[config.mk]
export PLATFORM = sky130hd
export DESIGN_NAME = operand_sel_stage
export DESIGN_NICKNAME = d
export VERILOG_FILES = /design/src/rtl/operand_sel_pkg.sv /design/src/rtl/operand_mux_n.sv /design/src/rtl/operand_sel_stage.sv
export SDC_FILE = /design/constraint.sdc
export NUM_CORES = 1
export LEC_CHECK = 0
export ABC_AREA = 1
export BUFFER_PORTS_ARGS = -buffer_cell sky130_fd_sc_hd__buf_2
export CORE_MARGIN = 10
export CORE_UTILIZATION = 46
export CTS_BUF_LIST = sky130_fd_sc_hd__clkbuf_2 sky130_fd_sc_hd__clkbuf_4 sky130_fd_sc_hd__clkbuf_8
export CTS_CLUSTER_DIAMETER = 60
export DETAILED_ROUTE_END_ITERATION = 12
export PLACE_DENSITY = 0.82
export SLEW_MARGIN = 10
export SYNTH_ARGS = -nofsm -noshare
export SYNTH_HDL_FRONTEND = slang
export SYNTH_HIERARCHICAL = 1
export SYNTH_SLANG_ARGS = --single-unit
[constraint.sdc]
create_clock -name clk -period 1.9 [get_ports clk]
set_clock_uncertainty 0.1 [all_clocks]
set_input_delay 0 -clock clk [delete_from_list [all_inputs] [get_ports clk]]
set_output_delay 0 -clock clk [all_outputs]
set_load 0.05 [all_outputs]
[src/rtl/operand_sel_pkg.sv]
// Shared types and helpers for the operand select / skid-buffer stage.
//   state_e    : buffer occupancy state (EMPTY, ONE, TWO)
//   DEF_WIDTH  : default operand width
//   DEF_NSRC   : default number of operand sources
//   sel_w()    : select width for a given source count (at least 1 bit)
package operand_sel_pkg;

   typedef enum logic [1:0] {
      EMPTY = 2'd0,
      ONE   = 2'd1,
      TWO   = 2'd2
   } state_e;

   localparam int unsigned DEF_WIDTH = 32;
   localparam int unsigned DEF_NSRC  = 4;

   // Select width: ceil(log2(n)), never below one bit.
   function automatic int unsigned sel_w(input int unsigned n);
      return (n <= 1) ? 1 : $clog2(n);
   endfunction

endpackage

[src/rtl/operand_mux_n.sv]
// Combinational N-way operand selector.
//   sel          : source index
//   src          : packed sources, source i = src[i*WIDTH +: WIDTH]
//   data         : selected word (0 when sel is out of range)
//   out_of_range : sel >= NSRC
module operand_mux_n
   import operand_sel_pkg::*;
#(
   parameter  int unsigned WIDTH = DEF_WIDTH,
   parameter  int unsigned NSRC  = DEF_NSRC,
   localparam int unsigned SEL_W = sel_w(NSRC)
) (
   input  logic [SEL_W-1:0]      sel,
   input  logic [NSRC*WIDTH-1:0] src,
   output logic [WIDTH-1:0]      data,
   output logic                  out_of_range
);

   // Only reachable when NSRC is not a power of two.
   assign out_of_range = (32'(sel) >= NSRC);

   always_comb begin
      data = '0;
      for (int unsigned i = 0; i < NSRC; i++) begin
         if (sel == SEL_W'(i)) begin
            data = src[i*WIDTH +: WIDTH];
         end
      end
   end

endmodule

[src/rtl/operand_sel_stage.sv]
// Operand source select feeding a two-entry skid buffer.
//   clk, reset         : clock, synchronous active-high reset
//   sel, src, in_valid : source index, packed sources, input valid
//   in_ready           : buffer can accept (state only, no path from out_ready)
//   flush              : drop all buffered entries and any same-cycle accept
//   out_data, out_sel  : head entry operand and its captured select
//   out_valid          : head entry valid
//   out_ready          : consumer takes head entry
//   sel_err            : sticky, an out-of-range select was captured
module operand_sel_stage
   import operand_sel_pkg::*;
#(
   parameter  int unsigned WIDTH = DEF_WIDTH,
   parameter  int unsigned NSRC  = DEF_NSRC,
   localparam int unsigned SEL_W = sel_w(NSRC)
) (
   input  logic                  clk,
   input  logic                  reset,
   input  logic [SEL_W-1:0]      sel,
   input  logic [NSRC*WIDTH-1:0] src,
   input  logic                  in_valid,
   output logic                  in_ready,
   input  logic                  flush,
   output logic [WIDTH-1:0]      out_data,
   output logic [SEL_W-1:0]      out_sel,
   output logic                  out_valid,
   input  logic                  out_ready,
   output logic                  sel_err
);

   state_e                 state_q, state_d;
   logic [WIDTH-1:0]       head_data_q, head_data_d;
   logic [SEL_W-1:0]       head_sel_q, head_sel_d;
   logic [WIDTH-1:0]       tail_data_q, tail_data_d;
   logic [SEL_W-1:0]       tail_sel_q, tail_sel_d;
   logic                   sel_err_q, sel_err_d;

   logic [WIDTH-1:0]       mux_data;
   logic                   mux_oor;
   logic                   accept;
   logic                   pop;

   operand_mux_n #(
      .WIDTH (WIDTH),
      .NSRC  (NSRC)
   ) u_mux (
      .sel          (sel),
      .src          (src),
      .data         (mux_data),
      .out_of_range (mux_oor)
   );

   assign in_ready  = (state_q != TWO) && !reset;
   assign out_valid = (state_q != EMPTY);
   assign out_data  = head_data_q;
   assign out_sel   = head_sel_q;
   assign sel_err   = sel_err_q;

   assign accept = in_valid && in_ready;
   assign pop    = out_valid && out_ready;

   // Next-state and buffer update; flush overrides everything below reset.
   always_comb begin
      state_d     = state_q;
      head_data_d = head_data_q;
      head_sel_d  = head_sel_q;
      tail_data_d = tail_data_q;
      tail_sel_d  = tail_sel_q;
      sel_err_d   = sel_err_q;

      if (flush) begin
         state_d = EMPTY;
      end else begin
         if (accept && mux_oor) begin
            sel_err_d = 1'b1;
         end
         case (state_q)
            EMPTY: begin
               if (accept) begin
                  state_d     = ONE;
                  head_data_d = mux_data;
                  head_sel_d  = sel;
               end
            end
            ONE: begin
               if (accept && !pop) begin
                  state_d     = TWO;
                  tail_data_d = mux_data;
                  tail_sel_d  = sel;
               end else if (!accept && pop) begin
                  state_d = EMPTY;
               end else if (accept && pop) begin
                  head_data_d = mux_data;
                  head_sel_d  = sel;
               end
            end
            TWO: begin
               if (pop) begin
                  state_d     = ONE;
                  head_data_d = tail_data_q;
                  head_sel_d  = tail_sel_q;
               end
            end
            default: begin
               state_d = EMPTY;
            end
         endcase
      end
   end

   // State, buffer and sticky error registers.
   always_ff @(posedge clk) begin
      if (reset) begin
         state_q     <= EMPTY;
         head_data_q <= '0;
         head_sel_q  <= '0;
         tail_data_q <= '0;
         tail_sel_q  <= '0;
         sel_err_q   <= 1'b0;
      end else begin
         state_q     <= state_d;
         head_data_q <= head_data_d;
         head_sel_q  <= head_sel_d;
         tail_data_q <= tail_data_d;
         tail_sel_q  <= tail_sel_d;
         sel_err_q   <= sel_err_d;
      end
   end

endmodule

==> results.sh <==
export IMPL_status="finished, final reports clean"
export IMPL_cts_clk_slew_worst_paths_ns=0.08
export IMPL_cts_buffer_depth=2
export IMPL_route_detailed_drc=0
export IMPL_synth_area_top_cells="dfxtp_1, nand3_1, nand2_1"
export IMPL_worst_slew_pin_slew_ns=0.6261
export IMPL_relSlewSlack_pct=58.26
export IMPL_clock_sinks=71
export IMPL_ant_nets=0
export IMPL_syn_nets=818
export IMPL_synth_warnings=6
export IMPL_timing_rr_start="state_q[0]"
export IMPL_place_ws_ns=-0.005130
export IMPL_cp_common_cell="nor2_4"
export IMPL_place_gp_congestion=0.8817
export IMPL_cp_slowest_stage_delay_ns=0.37
export IMPL_cp_data_required_time_ns=2.03
export IMPL_multi_input_area_um2=2370
export IMPL_vias=5081
export IMPL_routed_wl_um=14900
export IMPL_final_area_um2=6086
export IMPL_die_y_um=117.1
export IMPL_htreeDepth=3
export IMPL_peakVddDrop_mv=0.4394
export IMPL_synth_yosys_seq_area_share_pct=32.80
export IMPL_hold_start="src[27]"
export IMPL_start_util_pct=47.12
export IMPL_die_area_um2=13700
export IMPL_syn_instance_count=679
export IMPL_dp_hpwl_um=9796
export IMPL_dp_cells=930
export IMPL_fin_util_pct=66.18
export IMPL_ctsRootBufferMaster="clkbuf_8"
export IMPL_n_antenna_cell=0
export IMPL_num_fill_cells=809
export IMPL_power_internal_mw=2.878
export IMPL_numPortBuffers=171
export IMPL_grt_pass1_wl_um=21980
export IMPL_setup_viol=0
export IMPL_netlist_cell_type_count=23
export IMPL_ys_ff_latch=71
export IMPL_die_width_um=117.1
export IMPL_seq_power_share_pct=37.2
export IMPL_slew_viol_final=0
export IMPL_grt_ovfl_total=0
export IMPL_p_per_area_nw_per_um2=709.9
export IMPL_hp_class="in2reg"
export IMPL_timing_final_hold_violations=0
export IMPL_antenna_found_initial=0
export IMPL_clkPwrFrac_pct=31.5
export IMPL_grt_use_total_pct=19.72
export IMPL_synth_top_area_cell="dfxtp_1"
export IMPL_grt_max_degree=69
export IMPL_synth_cell_area_um2=4333
export IMPL_cp_max_fo=6
export IMPL_power_leakage_nw=2.893
export IMPL_seq_area_um2=1429
export IMPL_cp_end_kind="flip-flop"
export IMPL_min_period_ns=1.879
export IMPL_wl_per_cell_um=15.16
export IMPL_synth_top_area_share_pct=32.80
export IMPL_core_um2=9196
export IMPL_path_cells="nor2_4, nor2_4, buf_6, ha_4, nor2_4, a21oi_4, nor2_4, buf_12, clkbuf_16, nand3_1, nand2_1, nor2_1"
export IMPL_p_sw_share_pct=33.38
export IMPL_grt_pass1_vias=4746
export IMPL_final_cells=983
export IMPL_first_iter_violations=404
export IMPL_avgSynthCellArea_um2=6.381
export IMPL_drtPass1Iterations=8
export IMPL_clk_latency_ns=0.33
export IMPL_p_sw_mw=1.442
export IMPL_cts_inserted_buffers=9
export IMPL_io_pins=172
export IMPL_worstSetupStartpoint="state_q[0]"
export IMPL_cts_tree="done"
export IMPL_start_kind="flip-flop"
export IMPL_critical_path_slowest_cell="dfxtp_4"
export IMPL_rsz0062_at_grt="true"
export IMPL_layout_setup_ws_ns=0.02126
export IMPL_via_per_inst=5.169
export IMPL_row_count=35
export IMPL_max_freq_mhz=532.3
export IMPL_combinationalPowerShare_pct=31.3
export IMPL_drive_gt1_share_pct=30.28
export IMPL_crit_type="reg2reg"
export IMPL_maxCapViolations=0
export IMPL_placed_area_um2=5231
export IMPL_fin_crit_sh_pct=98.88
export IMPL_fin_nets=1006
export IMPL_syn2layout_area_growth_pct=40.46
export IMPL_cp_arrival_ns=2.01
-- final cells by class --
cell class	instances	area share, %
Multi-Input combinational cell	472	38.94
Timing Repair Buffer	233	26.52
Sequential cell	71	23.48
Inverter	80	5.058
Clock buffer	11	2.385
Tap cell	111	2.282
Clock inverter	5	1.336
-- what timing repair did --
action,4_1_cts,5_1_grt
buffers inserted,0,5
gates resized for setup,7,43
hold endpoints to repair,24,0
cloned,0,8
endpoints found under the setup margin,34,47
hold buffers,24,0
pin swaps,1,18
-- stage by stage --
| step | power, mW | hold WS [ns] | setup TNS (ns) |
|---|---|---|---|
| finish | 4.320 | 0.008191 | 0 |
| global route | 4.548 | 0.03850 | -1.562 |
| CTS | 4.216 | 0.0002238 | 0 |
| detailed placement | 2.804 | 0.1476 | -0.005130 |
| global placement | 2.787 | 0.1372 | 0 |
| floorplan | 2.456 | -0.02762 | 0 |
-- Yosys cell counts (all sizes together) --
master and count:
ha 4, buf 45, conb 1, o21ai 67
nand3 136, a31oi 2, nor2 83, nand4 33
nand2 111, a21oi 35, dfxtp 71, clkbuf 11
inv 80
-- state kept, by name, indices dropped and copies added, names as in the netlist --
register,count
sel_err,1
tail_data_q,32
out_sel,2
state_q,2
tail_sel_q,2
out_data,32
-- power groups by stage --
stage	registers, mW	logic [mW]	clock network [mW]
final	1.61	1.35	1.36
after global routing	1.62	1.48	1.45
after CTS	1.60	1.22	1.40
after detailed placement	1.64	1.17	0
after global placement	1.63	1.15	0
after floorplan	1.87	0.585	0
-- per-layer routing --
layer / wire (um) / vias up / global-route usage, %
met1: 5964 / 2291 / 21.94
met4: 234 / 0 / 6.672
met3: 1238 / 17 / 6.218
met5: 0 / - / 0
met2: 7466 / 173 / 34.72
li1: - / 2600 / -
-- path summary, 6_finish.rpt --
| kind | to | slack (ns) | cells past startpoint |
|---|---|---|---|
| max | out_data[16] | 0.02 | 12 |
| min reg2reg | tail_data_q[3] | 0.35 | 2 |
| max reg2reg | out_data[16] | 0.02 | 12 |
| min | tail_data_q[27] | 0.008 | 5 |
-- cells by family (layout without fill, tap and decap cells) --
group | Yosys count | count (layout) | share of synthesized area (%)
flops | 71 | 71 | 32.80
other cells | 1 | 1 | 0.08655
fa+ha+maj | 4 | 4 | 1.155
simple gates | 363 | 363 | 38.26
buf+inv | 136 | 329 | 15.62
compound gates | 104 | 104 | 12.07
-- cell usage in the layout (no fill, tap or decap), types with 17 or more instances in the layout --
master         synthesis  final
buf_2                 10    172
o21ai_0               67     65
nand4_1               33     33
a21oi_1               35     34
nand3_1              134    131
dlygate4sd3_1          0     24
nor2_1                80     67
inv_1                 77     73
nand2_1              108    107
dfxtp_1               71     69
buf_4                 25     17
-- critical path, delay by kind of cell (launching register included) --
family	cells	cell delay (ns)
AO/OA/AOI/OAI	1	0.07
adder cells (fa/ha/maj)	1	0.17
AND/OR/NAND/NOR	7	0.63
flip-flops	1	0.37
buffers and inverters	3	0.42
Note: power is estimated with default switching activity, not from simulation.
